<file path="config.mk">
export PLATFORM = sky130hd
export DESIGN_NAME = vec_best_select
export DESIGN_NICKNAME = d
export VERILOG_FILES = /design/src/rtl/vec_match_pkg.sv /design/src/rtl/vec_best_track.sv /design/src/rtl/vec_best_select.sv
export SDC_FILE = /design/constraint.sdc
export NUM_CORES = 1
export LEC_CHECK = 0
export ABC_AREA = 1
export CAP_MARGIN = 20
export CORE_AREA = 2 2 94 60
export CTS_CLUSTER_SIZE = 20
export DETAILED_ROUTE_END_ITERATION = 8
export DIE_AREA = 0 0 96 62
export HOLD_SLACK_MARGIN = 0.05
export PLACE_DENSITY = 0.82
export REMOVE_ABC_BUFFERS = 1
export SYNTH_ARGS = -nofsm -noshare
export SYNTH_HDL_FRONTEND = slang
export SYNTH_SLANG_ARGS = --single-unit
</file>
<file path="constraint.sdc">
create_clock -name clk -period 7.6 [get_ports clk]
set_input_delay 1.52 -clock clk [delete_from_list [all_inputs] [get_ports clk]]
set_output_delay 1.52 -clock clk [all_outputs]
set_load 0.005 [all_outputs]
</file>
<file path="src/rtl/vec_match_pkg.sv">
// Shared constants and state encoding for the vector match pipeline.
package vec_match_pkg;

    localparam int VEC_WIDTH    = 1100;
    localparam int POPCNT_WIDTH = 11;
    localparam int LIB_DEPTH    = 1024;

    typedef enum logic {
        ST_ACCUM = 1'b0,
        ST_OUT   = 1'b1
    } state_e;

    // Index width for a library of the given depth, never narrower than one bit.
    function automatic int idx_width(input int depth);
        return (depth > 1) ? $clog2(depth) : 1;
    endfunction

endpackage

</file>
<file path="src/rtl/vec_best_track.sv">
// Best (and, with VEC_BEST_SECOND_EN, runner-up) count/index register bank.
// The pre-register best count is exported so the caller can evaluate it on the final beat.
module vec_best_track
    import vec_match_pkg::*;
#(
    parameter int POPCNT_WIDTH = vec_match_pkg::POPCNT_WIDTH,
    parameter int IDX_WIDTH    = 10
) (
    input  logic                    clk,
    input  logic                    rst,
    input  logic                    accept,
    input  logic                    first,
    input  logic [IDX_WIDTH-1:0]    idx,
    input  logic [POPCNT_WIDTH-1:0] count,
    output logic [IDX_WIDTH-1:0]    best_idx,
    output logic [POPCNT_WIDTH-1:0] best_count,
    output logic [POPCNT_WIDTH-1:0] best_count_nxt
`ifdef VEC_BEST_SECOND_EN
    ,
    output logic [IDX_WIDTH-1:0]    second_idx,
    output logic [POPCNT_WIDTH-1:0] second_count
`endif
);

    logic [IDX_WIDTH-1:0]    best_idx_r, best_idx_nxt_s;
    logic [POPCNT_WIDTH-1:0] best_count_r, best_count_nxt_s;
`ifdef VEC_BEST_SECOND_EN
    logic [IDX_WIDTH-1:0]    second_idx_r, second_idx_nxt_s;
    logic [POPCNT_WIDTH-1:0] second_count_r, second_count_nxt_s;
`endif

    // Next-state of the tracker; strict compares keep the lower index on ties.
    always_comb begin
        best_idx_nxt_s     = best_idx_r;
        best_count_nxt_s   = best_count_r;
`ifdef VEC_BEST_SECOND_EN
        second_idx_nxt_s   = second_idx_r;
        second_count_nxt_s = second_count_r;
`endif
        if (accept && first) begin
            best_idx_nxt_s     = {IDX_WIDTH{1'b0}};
            best_count_nxt_s   = count;
`ifdef VEC_BEST_SECOND_EN
            second_idx_nxt_s   = {IDX_WIDTH{1'b0}};
            second_count_nxt_s = {POPCNT_WIDTH{1'b0}};
`endif
        end else if (accept && (count > best_count_r)) begin
            best_idx_nxt_s     = idx;
            best_count_nxt_s   = count;
`ifdef VEC_BEST_SECOND_EN
            second_idx_nxt_s   = best_idx_r;
            second_count_nxt_s = best_count_r;
        end else if (accept && (count > second_count_r)) begin
            second_idx_nxt_s   = idx;
            second_count_nxt_s = count;
`endif
        end else begin
            best_idx_nxt_s     = best_idx_r;
            best_count_nxt_s   = best_count_r;
        end
    end

    // Tracker registers.
    always_ff @(posedge clk) begin
        if (rst) begin
            best_idx_r     <= {IDX_WIDTH{1'b0}};
            best_count_r   <= {POPCNT_WIDTH{1'b0}};
`ifdef VEC_BEST_SECOND_EN
            second_idx_r   <= {IDX_WIDTH{1'b0}};
            second_count_r <= {POPCNT_WIDTH{1'b0}};
`endif
        end else begin
            best_idx_r     <= best_idx_nxt_s;
            best_count_r   <= best_count_nxt_s;
`ifdef VEC_BEST_SECOND_EN
            second_idx_r   <= second_idx_nxt_s;
            second_count_r <= second_count_nxt_s;
`endif
        end
    end

    assign best_idx       = best_idx_r;
    assign best_count     = best_count_r;
    assign best_count_nxt = best_count_nxt_s;
`ifdef VEC_BEST_SECOND_EN
    assign second_idx     = second_idx_r;
    assign second_count   = second_count_r;
`endif

endmodule

</file>
<file path="src/rtl/vec_best_select.sv">
// Frame-wise arg-max over the match-count stream with a registered result beat.
// Optional runner-up outputs are enabled by defining VEC_BEST_SECOND_EN.
module vec_best_select
    import vec_match_pkg::*;
#(
    parameter int POPCNT_WIDTH = vec_match_pkg::POPCNT_WIDTH,
    parameter int LIB_DEPTH    = vec_match_pkg::LIB_DEPTH,
    parameter int IDX_WIDTH    = idx_width(LIB_DEPTH)
) (
    input  logic                    clk,
    input  logic                    rst,
    input  logic                    in_valid,
    output logic                    this_ready,
    input  logic [POPCNT_WIDTH-1:0] match_count,
    input  logic [POPCNT_WIDTH-1:0] thresh,
    output logic                    out_valid,
    input  logic                    next_ready,
    output logic [IDX_WIDTH-1:0]    best_idx,
    output logic [POPCNT_WIDTH-1:0] best_count,
    output logic                    found
`ifdef VEC_BEST_SECOND_EN
    ,
    output logic [IDX_WIDTH-1:0]    second_idx,
    output logic [POPCNT_WIDTH-1:0] second_count
`endif
);

    localparam logic [IDX_WIDTH-1:0] LAST_IDX = IDX_WIDTH'(LIB_DEPTH - 1);

    state_e                  state_r;
    logic [IDX_WIDTH-1:0]    idx_cnt_r;
    logic [POPCNT_WIDTH-1:0] thr_q_r;
    logic [POPCNT_WIDTH-1:0] thr_nxt_s;
    logic [POPCNT_WIDTH-1:0] best_count_nxt_s;
    logic                    this_ready_r;
    logic                    out_valid_r;
    logic                    found_r;
    logic                    accept_s;
    logic                    first_s;
    logic                    last_s;

    assign accept_s = in_valid && this_ready_r && (state_r == ST_ACCUM);
    assign first_s  = (idx_cnt_r == {IDX_WIDTH{1'b0}});
    assign last_s   = (idx_cnt_r == LAST_IDX);

    // The threshold seen by the final compare must include a same-cycle first-beat load.
    always_comb begin
        if (accept_s && first_s) begin
            thr_nxt_s = thresh;
        end else begin
            thr_nxt_s = thr_q_r;
        end
    end

    vec_best_track #(
        .POPCNT_WIDTH (POPCNT_WIDTH),
        .IDX_WIDTH    (IDX_WIDTH)
    ) u_track (
        .clk            (clk),
        .rst            (rst),
        .accept         (accept_s),
        .first          (first_s),
        .idx            (idx_cnt_r),
        .count          (match_count),
        .best_idx       (best_idx),
        .best_count     (best_count),
        .best_count_nxt (best_count_nxt_s)
`ifdef VEC_BEST_SECOND_EN
        ,
        .second_idx     (second_idx),
        .second_count   (second_count)
`endif
    );

    // Frame FSM, entry counter and registered handshake/result flags.
    always_ff @(posedge clk) begin
        if (rst) begin
            state_r      <= ST_ACCUM;
            idx_cnt_r    <= {IDX_WIDTH{1'b0}};
            thr_q_r      <= {POPCNT_WIDTH{1'b0}};
            this_ready_r <= 1'b0;
            out_valid_r  <= 1'b0;
            found_r      <= 1'b0;
        end else begin
            thr_q_r <= thr_nxt_s;
            case (state_r)
                ST_ACCUM: begin
                    this_ready_r <= 1'b1;
                    if (accept_s && last_s) begin
                        idx_cnt_r    <= {IDX_WIDTH{1'b0}};
                        state_r      <= ST_OUT;
                        this_ready_r <= 1'b0;
                        out_valid_r  <= 1'b1;
                        found_r      <= (best_count_nxt_s >= thr_nxt_s);
                    end else if (accept_s) begin
                        idx_cnt_r <= idx_cnt_r + IDX_WIDTH'(1);
                    end
                end
                ST_OUT: begin
                    if (next_ready) begin
                        state_r      <= ST_ACCUM;
                        out_valid_r  <= 1'b0;
                        this_ready_r <= 1'b1;
                    end
                end
                default: begin
                    state_r      <= ST_ACCUM;
                    idx_cnt_r    <= {IDX_WIDTH{1'b0}};
                    this_ready_r <= 1'b0;
                    out_valid_r  <= 1'b0;
                end
            endcase
        end
    end

    assign this_ready = this_ready_r;
    assign out_valid  = out_valid_r;
    assign found      = found_r;

endmodule

</file>
==> flow_summary.ini, run 1 <==
[outcome]
status = completed

[yosys]
ys.flop_type = dfxtp_1
synth_cells = 363
synth_top_cells_by_count = nand2_1, nor2_1, inv_1
synth_edf_count = 0
synth_top_area_share_pct = 33.96
synth_cell_types = 35
yosysWarnings = 0
synthTopCellsByArea = dfxtp_1, ha_1, nand2_1, nor2_1, inv_1
synth-seq-cells = 46
yosys.area.top_type = dfxtp_1
avgSynthCellArea_um2 = 7.469
netlist_area_um2 = 2711
ys_seq_area_share_pct = 33.96
yosysMostFrequentCell = nand2_1
async_reset_ff_share_pct = 0

[worst_hold_path]
hold_depth = 2
min_from = found
min_path_type = flop to flop
min_to = found

[sta]
timing.fmax_mhz = 228.9
finalClockSkew_ns = 0.004697
slew_violations = 0
setup_viol = 0
slew_headroom_pct = 59.03
finalHoldViolations = 0
period_share_pct = 57.48
fin_crit_ns = 4.368
fin_setup_tns_ns = 0
rsz0062_at_grt = no
worst_slew_pin_slew_ns = 0.6131

[power_and_ir_drop]
vdd_drop_max_uv = 132.3
totalPowerFinal_mw = 0.6184
leakage_nw = 1.568
power_density_nw_per_um2 = 185.1

[die]
core_region_area_um2 = 5229
design.die.area_um2 = 5952
start_util_pct = 51.85
io_pins = 50
num_rows = 21
die_w_um = 96
die_h_um = 62

[grt]
grtUsageMet2_pct = 33.04
gr-total-overflow = 0
grt_pass1_vias = 2154
antenna_found_initial = 0
grt.busiest_layer = met2
met1_usage_pct = 31.53
grt_use_total_pct = 21.45
grt_max_degree = 37
grt_pass1_wl_um = 9798
gr-usage-met3_pct = 4.584

[clock_network]
postCtsHoldBufs = 0
cts_made_buffers = 5
cts_buffer_depth = 2
post_cts_resize_count = 0
htreeDepth = 2
numClockSinks = 46
root_buffer = clkbuf_8
clock_latency_ns = 0.29
clkTransAtPathRegs_ns = 0.08
cts_setup_buffers = 0
cts_tree = done

[finish]
n_antenna_cell = 0
instances_no_fill = 481
drive_gt1_share_pct = 12.14
fillers = 458
final_nets = 461
fin_area_um2 = 3341
final_util_pct = 63.89
area_growth_pct = 23.21

[routing]
drt-total-wl_um = 5974
vias = 2408
wl_per_cell_um = 12.42
dr.pass1.iters = 4
initialDrtViolationCount = 133
ant_nets = 0
remaining_drc_errors = 0
vias_per_cell = 5.006

[setup_path]
r2r-end = found
max_stage_delay_ns = 0.44
crit_required_ns = 7.83
slowest_stage = clkdlybuf4s50_1
end_kind = flop
critPathLaunchType = input pin
worstPathArrival_ns = 4.59
reg2reg_slack_ns = 4.51
ff2ff_path_depth = 22
cp_max_fo = 23
worstPathCellList = clkdlybuf4s50_1, ha_1, nand2_1, nor2_1, nand2_1, inv_1, nand2_1, nand3_1, nand2_2, nand2_2, nand2_1, nand2_1, inv_1, ha_1, nand2_1, nor2_1, nand2_1, a21oi_1, nor2_1, nand2_1, nand2_1, a21oi_1
path_common_cell = nand2_1
r2r-start = u_track.best_count[10]
path_class = input pin to flop

[placed_design]
placed_cell_area_um2 = 3234
place.gp.congestion = 0.9401
io_buffers = 49
placedCellCount = 473
hpwl_um = 4644

[job]
maxCapViolCount = 0
-- worst max path at each step --
| stage | from | endpoint |
|---|---|---|
| 6_report | match_count[6] | found |
| 3_3_place_gp | match_count[6] | found |
| 4_1_cts | match_count[8] | found |
| 2_1_floorplan | match_count[10] | found |
| 5_1_grt | match_count[6] | found |
| 3_5_place_dp | match_count[8] | found |
-- report_power, final --
part / leakage [nW] / total, mW / internal [mW] / switching (mW)
clock: 0.0524 / 0.178 / 0.0985 / 0.0792
sequential: 0.376 / 0.264 / 0.256 / 0.00860
combinational: 1.14 / 0.176 / 0.0817 / 0.0948
-- area by class of cell --
class | count | area, µm² | area share [%]
multi-input cells | 249 | 1505 | 45.06
flip-flops and latches | 46 | 920.9 | 27.57
repair buffers | 50 | 498.0 | 14.91
inverters | 59 | 224.0 | 6.704
well taps | 69 | 86.33 | 2.584
clock buffers | 7 | 76.32 | 2.285
clock inverters | 1 | 30.03 | 0.8989
-- cells by family (layout without fill, tap and decap cells) --
family	Yosys count	count (layout)	synth area share [%]
xor gates and xnor gates	4	4	1.292
and+or+nand+nor	172	172	30.64
muxes	10	10	4.938
buffers and inverters	68	117	10.52
AOI/OAI and AO/OA	39	39	7.568
DFF	46	46	33.96
adders and majority gates	24	24	11.08
-- through the flow --
step / hold slack (ns) / setup slack (ns)
floorplan: 0.4416 / 3.823
global placement: 0.4557 / 3.056
detailed placement: 0.4616 / 2.940
CTS: 0.4803 / 3.235
global route: 0.5015 / 2.972
finish: 0.4806 / 3.232
-- registers in the layout, indices dropped and copies added (netlist names) --
signal              flops
this_ready              1
idx_cnt_r              10
out_valid               1
thr_q_r                11
u_track.best_idx       10
state_r                 1
u_track.best_count     11
found                   1
-- per-layer routing --
layer | wire [µm] | up-vias | part of all wire (%)
li1 | - | 1243 | -
met1 | 3075 | 1071 | 51
met2 | 2423 | 90 | 41
met3 | 431 | 4 | 7.2
met4 | 43 | 0 | 0.72
met5 | 0 | - | 0
-- worst max-delay path, delay by kind of cell --
family          cells  cell delay [ns]
compound gates      2             0.22
fa+ha+maj           2             0.62
buf+inv             3             0.56
simple gates       15             1.66
-- layout by cell type, fill, tap and decap left out, types with 2 or more instances in the layout --
cell             netlist  layout
nand2_1               71      71
nor2_1                53      53
inv_1                 49      49
clkdlybuf4s50_1        0      49
dfxtp_1               46      46
ha_1                  24      24
a21oi_1               19      19
nand3_1               18      18
o21ai_0               16      16
nand3_2               10      10
mux2i_2                9       9
inv_2                  8       8
clkbuf_8               0       5
nand2_2                4       4
nor3_1                 4       4
xor2_1                 4       4
nor2_2                 3       3
clkbuf_1               4       2
Power figures use the tool's default switching activity.
==> inputs of run 2 (changes only) <==
- CORE_AREA: 2 2 94 60 -> 2 2 97 61
- DIE_AREA: 0 0 96 62 -> 0 0 99 63
- PLACE_DENSITY: 0.82 -> 0.78
- clock period: 7.6 -> 4.4 ns (I/O delays scaled with it)
==> run 2 against run 1 <==
  * Sequential power rose by 73%
  * Sequential share of layout area did not move
  * Power rose by 68%
  * Via count rose by 2.3%
  * Non-clock buffer count rose by 2
  * Hold slack got worse by 0.0081 ns
  * Clock skew rose by 0.00063 ns
  * Count of clock-buffer cells in the layout did not move
  * Combinational power rose by 75%
  * Final cell count rose by 0.42%
  * Core utilization fell by 1.9 points
  * Worst setup slack got worse by 2.3 ns
  * Critical endpoint unchanged
==> flow_summary.ini, run 2 (synthesized netlist as in run 1, its figures left out) <==
[placed_design]
placedCellCount = 475
placed_cell_area_um2 = 3249
place.gp.congestion = 0.9261
io_buffers = 49
hpwl_um = 4819

[grt]
grt_use_total_pct = 21.55
grt_max_degree = 20
grt_pass1_wl_um = 10640
antenna_found_initial = 0
gr-total-overflow = 0
grt_pass1_vias = 2289

[routing]
initialDrtViolationCount = 118
vias = 2463
dr.pass1.iters = 5
maxUsedRoutingLayer = met4
remaining_drc_errors = 0
dr_wl_met2_um = 2523
ant_nets = 0
drt-total-wl_um = 6280
vias_per_cell = 5.099
drt-met1-wl_um = 3270
wl_per_cell_um = 13.00
routed-wl-met3_um = 432

[die]
core_region_area_um2 = 5386
die_w_um = 99
io_pins = 50
design.die.area_um2 = 6237
num_rows = 21
start_util_pct = 50.34
die_h_um = 63

[power_and_ir_drop]
leakage_nw = 1.572
power_density_nw_per_um2 = 310.2
vdd_drop_max_uv = 156.2
combPwrFrac_pct = 29.7
p_int_mw = 0.7112
p_sw_share_pct = 31.38
p_clk_share_pct = 26.3
seqPwrFrac_pct = 44.1
power_switching_mw = 0.3252

[setup_path]
crit_required_ns = 4.56
worstPathArrival_ns = 3.66
end_kind = flop
path_class = input pin to flop
critPathLaunchType = input pin
cp_max_fo = 19

[clock_network]
clock_latency_ns = 0.30
root_buffer = clkbuf_8
clkTransAtPathRegs_ns = 0.09
cts_setup_buffers = 0
cts_tree = done
cts_buffer_depth = 2
cts_made_buffers = 5
htreeDepth = 2
postCtsHoldBufs = 0
numClockSinks = 46
post_cts_resize_count = 0

[finish]
drive_gt1_share_pct = 12.80
layout_commonest_cell = nand2_1
final_nets = 463
n_antenna_cell = 0
area_growth_pct = 23.21
final_cell_mix = nand2_1, nor2_1, inv_1, clkdlybuf4s50_1, dfxtp_1
instances_no_fill = 483
fin_area_um2 = 3341

[outcome]
status = completed

[sta]
hold_ws_ns = 0.4726
period_share_pct = 79.62
slew_headroom_pct = 42.02
worst_slew_pin_slew_ns = 0.8670
fin_crit_ns = 3.503
finalClockSkew_ns = 0.005328
slew_violations = 0
setup_viol = 0
fin_setup_tns_ns = 0
finalHoldViolations = 0
rsz0062_at_grt = no
timing.fmax_mhz = 285.5

[job]
maxCapViolCount = 0

[worst_hold_path]
min_path_type = flop to flop
==> run 2: cell types whose count changed in the layout (fill, tap and decap cells not counted), sizes merged <==
cell	before	now
clkinv	1	2
bufinv	1	0
buf	1	3
==> run 2: worst paths after layout <==
kind,from,endpoint,slack (ns),cells past startpoint
setup / recovery,match_count[10],found,0.90,21
hold / removal,thr_q_r[0],thr_q_r[0],0.47,2
setup reg to reg,u_track.best_count[10],found,1.50,21
hold reg to reg,thr_q_r[0],thr_q_r[0],0.47,2
==> run 2: layer usage <==
layer | global-route usage (%) | vias to the layer above
met3 | 4.698 | 6
li1 | - | 1250
met2 | 31.17 | 77
met4 | 6.336 | 0
met1 | 31.93 | 1130
met5 | 0 | -
==> run 2: layout make-up <==
type	count	area, µm²
clock buffer	7	86.33
clock inverter	1	5.005
fill	488	2046
inverter	59	224.0
multi-input combinational	249	1505
sequential	46	920.9
tap	69	86.33
timing repair buffer	52	513.0
==> run 2: worst max-delay path, cell delays in order <==
cell	delay [ns]
clkdlybuf4s50_1	0.43
ha_1	0.31
nand2_1	0.09
nor2_2	0.13
nand2_1	0.09
o21ai_2	0.13
inv_2	0.04
nand2_2	0.12
buf_4	0.27
nand3_2	0.08
nand2_1	0.11
inv_1	0.08
ha_1	0.30
nand2_1	0.10
nor2_1	0.05
nor2_1	0.11
a21oi_1	0.08
nor2_1	0.10
nand2_1	0.05
nand2_1	0.05
a21oi_1	0.05
==> run 2: metrics by stage <==
step | setup slack, ns | total power, mW | util [%]
floorplan | 1.263 | 0.6515 | -
global placement | 0.7416 | 0.7621 | 60.33
detailed placement | 0.6103 | 0.7709 | 60.33
CTS | 0.9140 | 1.043 | 62.02
global route | 0.5994 | 1.113 | 62.02
finish | 0.8968 | 1.036 | 62.02
==> run 2: power groups by stage <==
stage / combinational (mW) / sequential (mW) / clock, mW
after CTS: 0.308 / 0.457 / 0.278
after floorplan: 0.186 / 0.466 / 0
after global routing: 0.351 / 0.460 / 0.302
after detailed placement: 0.304 / 0.467 / 0
after global placement: 0.297 / 0.465 / 0
final: 0.308 / 0.457 / 0.272
==> inputs of run 3 (changes only) <==
- CORE_AREA: 2 2 97 61 -> 2 2 102 64
- DIE_AREA: 0 0 99 63 -> 0 0 104 66
- PLACE_DENSITY: 0.78 -> 0.74
- clock period: 4.4 -> 3 ns (I/O delays scaled with it)
==> run 3 against run 2 <==
  * Critical path depth fell by 2
  * Die area rose by 10%
  * Worst setup slack got worse by 0.83 ns
  * Clock power rose by 30%
  * Power rose by 57%
  * First-iteration DRC count rose by 21%
  * Sequential cell count did not move
  * Non-clock buffer count rose by 21
==> flow_summary.ini, run 3 (synthesized netlist as in run 1, its figures left out) <==
[outcome]
status = completed

[setup_path]
worstPathArrival_ns = 3.11
path_common_cell = nand2_1
r2r-end = found
reg2reg_slack_ns = 0.30
worstPathCellList = clkdlybuf4s50_1, ha_1, nand3b_1, nand2_1, nand2_1, nand3_2, nand2_4, buf_6, nand3_2, nand2_2, inv_1, ha_4, a21o_1, nor2_1, o21ai_1, nor2_1, nand2_1, nand2_1, a21oi_2
cp_max_fo = 4
end_kind = flop
path_class = input pin to flop
slowest_stage = clkdlybuf4s50_1
ff2ff_path_depth = 20
r2r-start = u_track.best_count[9]
critPathLaunchType = input pin
crit_required_ns = 3.17
max_stage_delay_ns = 0.45

[clock_network]
root_buffer = clkbuf_8
htreeDepth = 2
clkTransAtPathRegs_ns = 0.08
cts_made_buffers = 5
cts_tree = done
clock_latency_ns = 0.29
numClockSinks = 46
cts_buffer_depth = 2

[sta]
finalHoldViolations = 0
fin_setup_tns_ns = 0
fin_crit_ns = 2.932
slew_headroom_pct = 70.04
finalClockSkew_ns = 0.006705
setup_viol = 0
worst_slew_pin_slew_ns = 0.4479
period_share_pct = 97.75
slew_violations = 0
timing.fmax_mhz = 341.0

[die]
core_region_area_um2 = 5946
design.die.area_um2 = 6864
die_h_um = 66
die_w_um = 104
num_rows = 22
start_util_pct = 45.60
io_pins = 50

[power_and_ir_drop]
p_clk_share_pct = 21.7
vdd_drop_max_uv = 255.8
p_sw_share_pct = 32.26
p_int_mw = 1.102
power_density_nw_per_um2 = 432.7
leakage_nw = 1.778
combPwrFrac_pct = 37.2
seqPwrFrac_pct = 41.0
power_switching_mw = 0.5249

[placed_design]
placedCellCount = 507
io_buffers = 49
hpwl_um = 4996
place.gp.congestion = 1.005

[routing]
dr.pass1.iters = 5
wl_per_cell_um = 13.15
drt-total-wl_um = 6811
vias_per_cell = 4.921
remaining_drc_errors = 0
initialDrtViolationCount = 143
ant_nets = 0
vias = 2549

[worst_hold_path]
min_to = thr_q_r[0]
hold_depth = 2
min_from = thr_q_r[0]
min_path_type = flop to flop

[finish]
final_nets = 484
instances_no_fill = 518
layout_commonest_cell = nand2_1
drive_gt1_share_pct = 23.96
area_growth_pct = 38.67
fillers = 520
n_antenna_cell = 0
final_cell_mix = nand2_1, nor2_1, inv_1, dfxtp_1, clkdlybuf4s50_1

[grt]
grt_use_total_pct = 19.39
grt_pass1_wl_um = 10620
grt_max_degree = 22
grt_pass1_vias = 2332
gr-total-overflow = 0
antenna_found_initial = 0

[job]
maxCapViolCount = 0
## run 3: power groups by stage
stage | sequential, mW | clock (mW) | combinational, mW
after floorplan | 0.683 | 0 | 0.272
after global placement | 0.681 | 0 | 0.478
after detailed placement | 0.682 | 0 | 0.492
after CTS | 0.668 | 0.371 | 0.521
after global routing | 0.672 | 0.395 | 0.671
final | 0.668 | 0.354 | 0.606
## run 3: layout make-up
class	count	area, µm²	share of cell area (%)
clock inverter	2	10.01	0.2662
tap	84	105.1	2.795
multi-input combinational	249	1723	45.82
clock buffer	5	68.82	1.830
sequential	46	920.9	24.49
timing repair buffer	73	708.2	18.84
inverter	59	224.0	5.957
## run 3: per-stage QoR
| step | total power [mW] | utilization (%) | setup WS, ns | hold slack, ns | cell area [µm²] |
|---|---|---|---|---|---|
| after floorplan | 0.9555 | - | 0.1428 | 0.4416 | 2650 |
| after global placement | 1.158 | 57.11 | -0.3122 | 0.4567 | 3396 |
| after detailed placement | 1.174 | 57.11 | -0.3718 | 0.4688 | 3396 |
| after CTS | 1.560 | 59.68 | 0.009879 | 0.4825 | 3548 |
| after global routing | 1.738 | 63.24 | -0.04886 | 0.4994 | 3760 |
| final | 1.627 | 63.24 | 0.06751 | 0.4783 | 3760 |
## run 3: worst max path at each step
stage	startpoint	end	slack, ns
after floorplan	match_count[10]	found	0.14
after global placement	match_count[4]	found	-0.31
after detailed placement	match_count[5]	found	-0.37
after CTS	match_count[4]	found	0.01
after global routing	match_count[0]	found	-0.05
final	match_count[1]	found	0.07
## run 3: worst max-delay path, delay by kind of cell
family,cells,cell delay [ns]
buf+inv,3,0.66
fa+ha+maj,2,0.57
compound gates,3,0.30
simple gates,11,0.97
## run 3: metal layers
layer,wire length [µm],share of wire (%),GRT usage (%),vias up
met5,0,0,0,-
met4,76,1.1,5.743,0
met3,436,6.4,3.153,9
met2,2887,42,29.03,94
met1,3411,50,28.58,1155
li1,-,-,-,1291
## run 3: timing repair
action                     CTS  global route
pin swaps                    5            19
gates resized for setup     15            34
setup endpoints to repair    1             1
setup buffers                1             3
hold buffers                 0             0
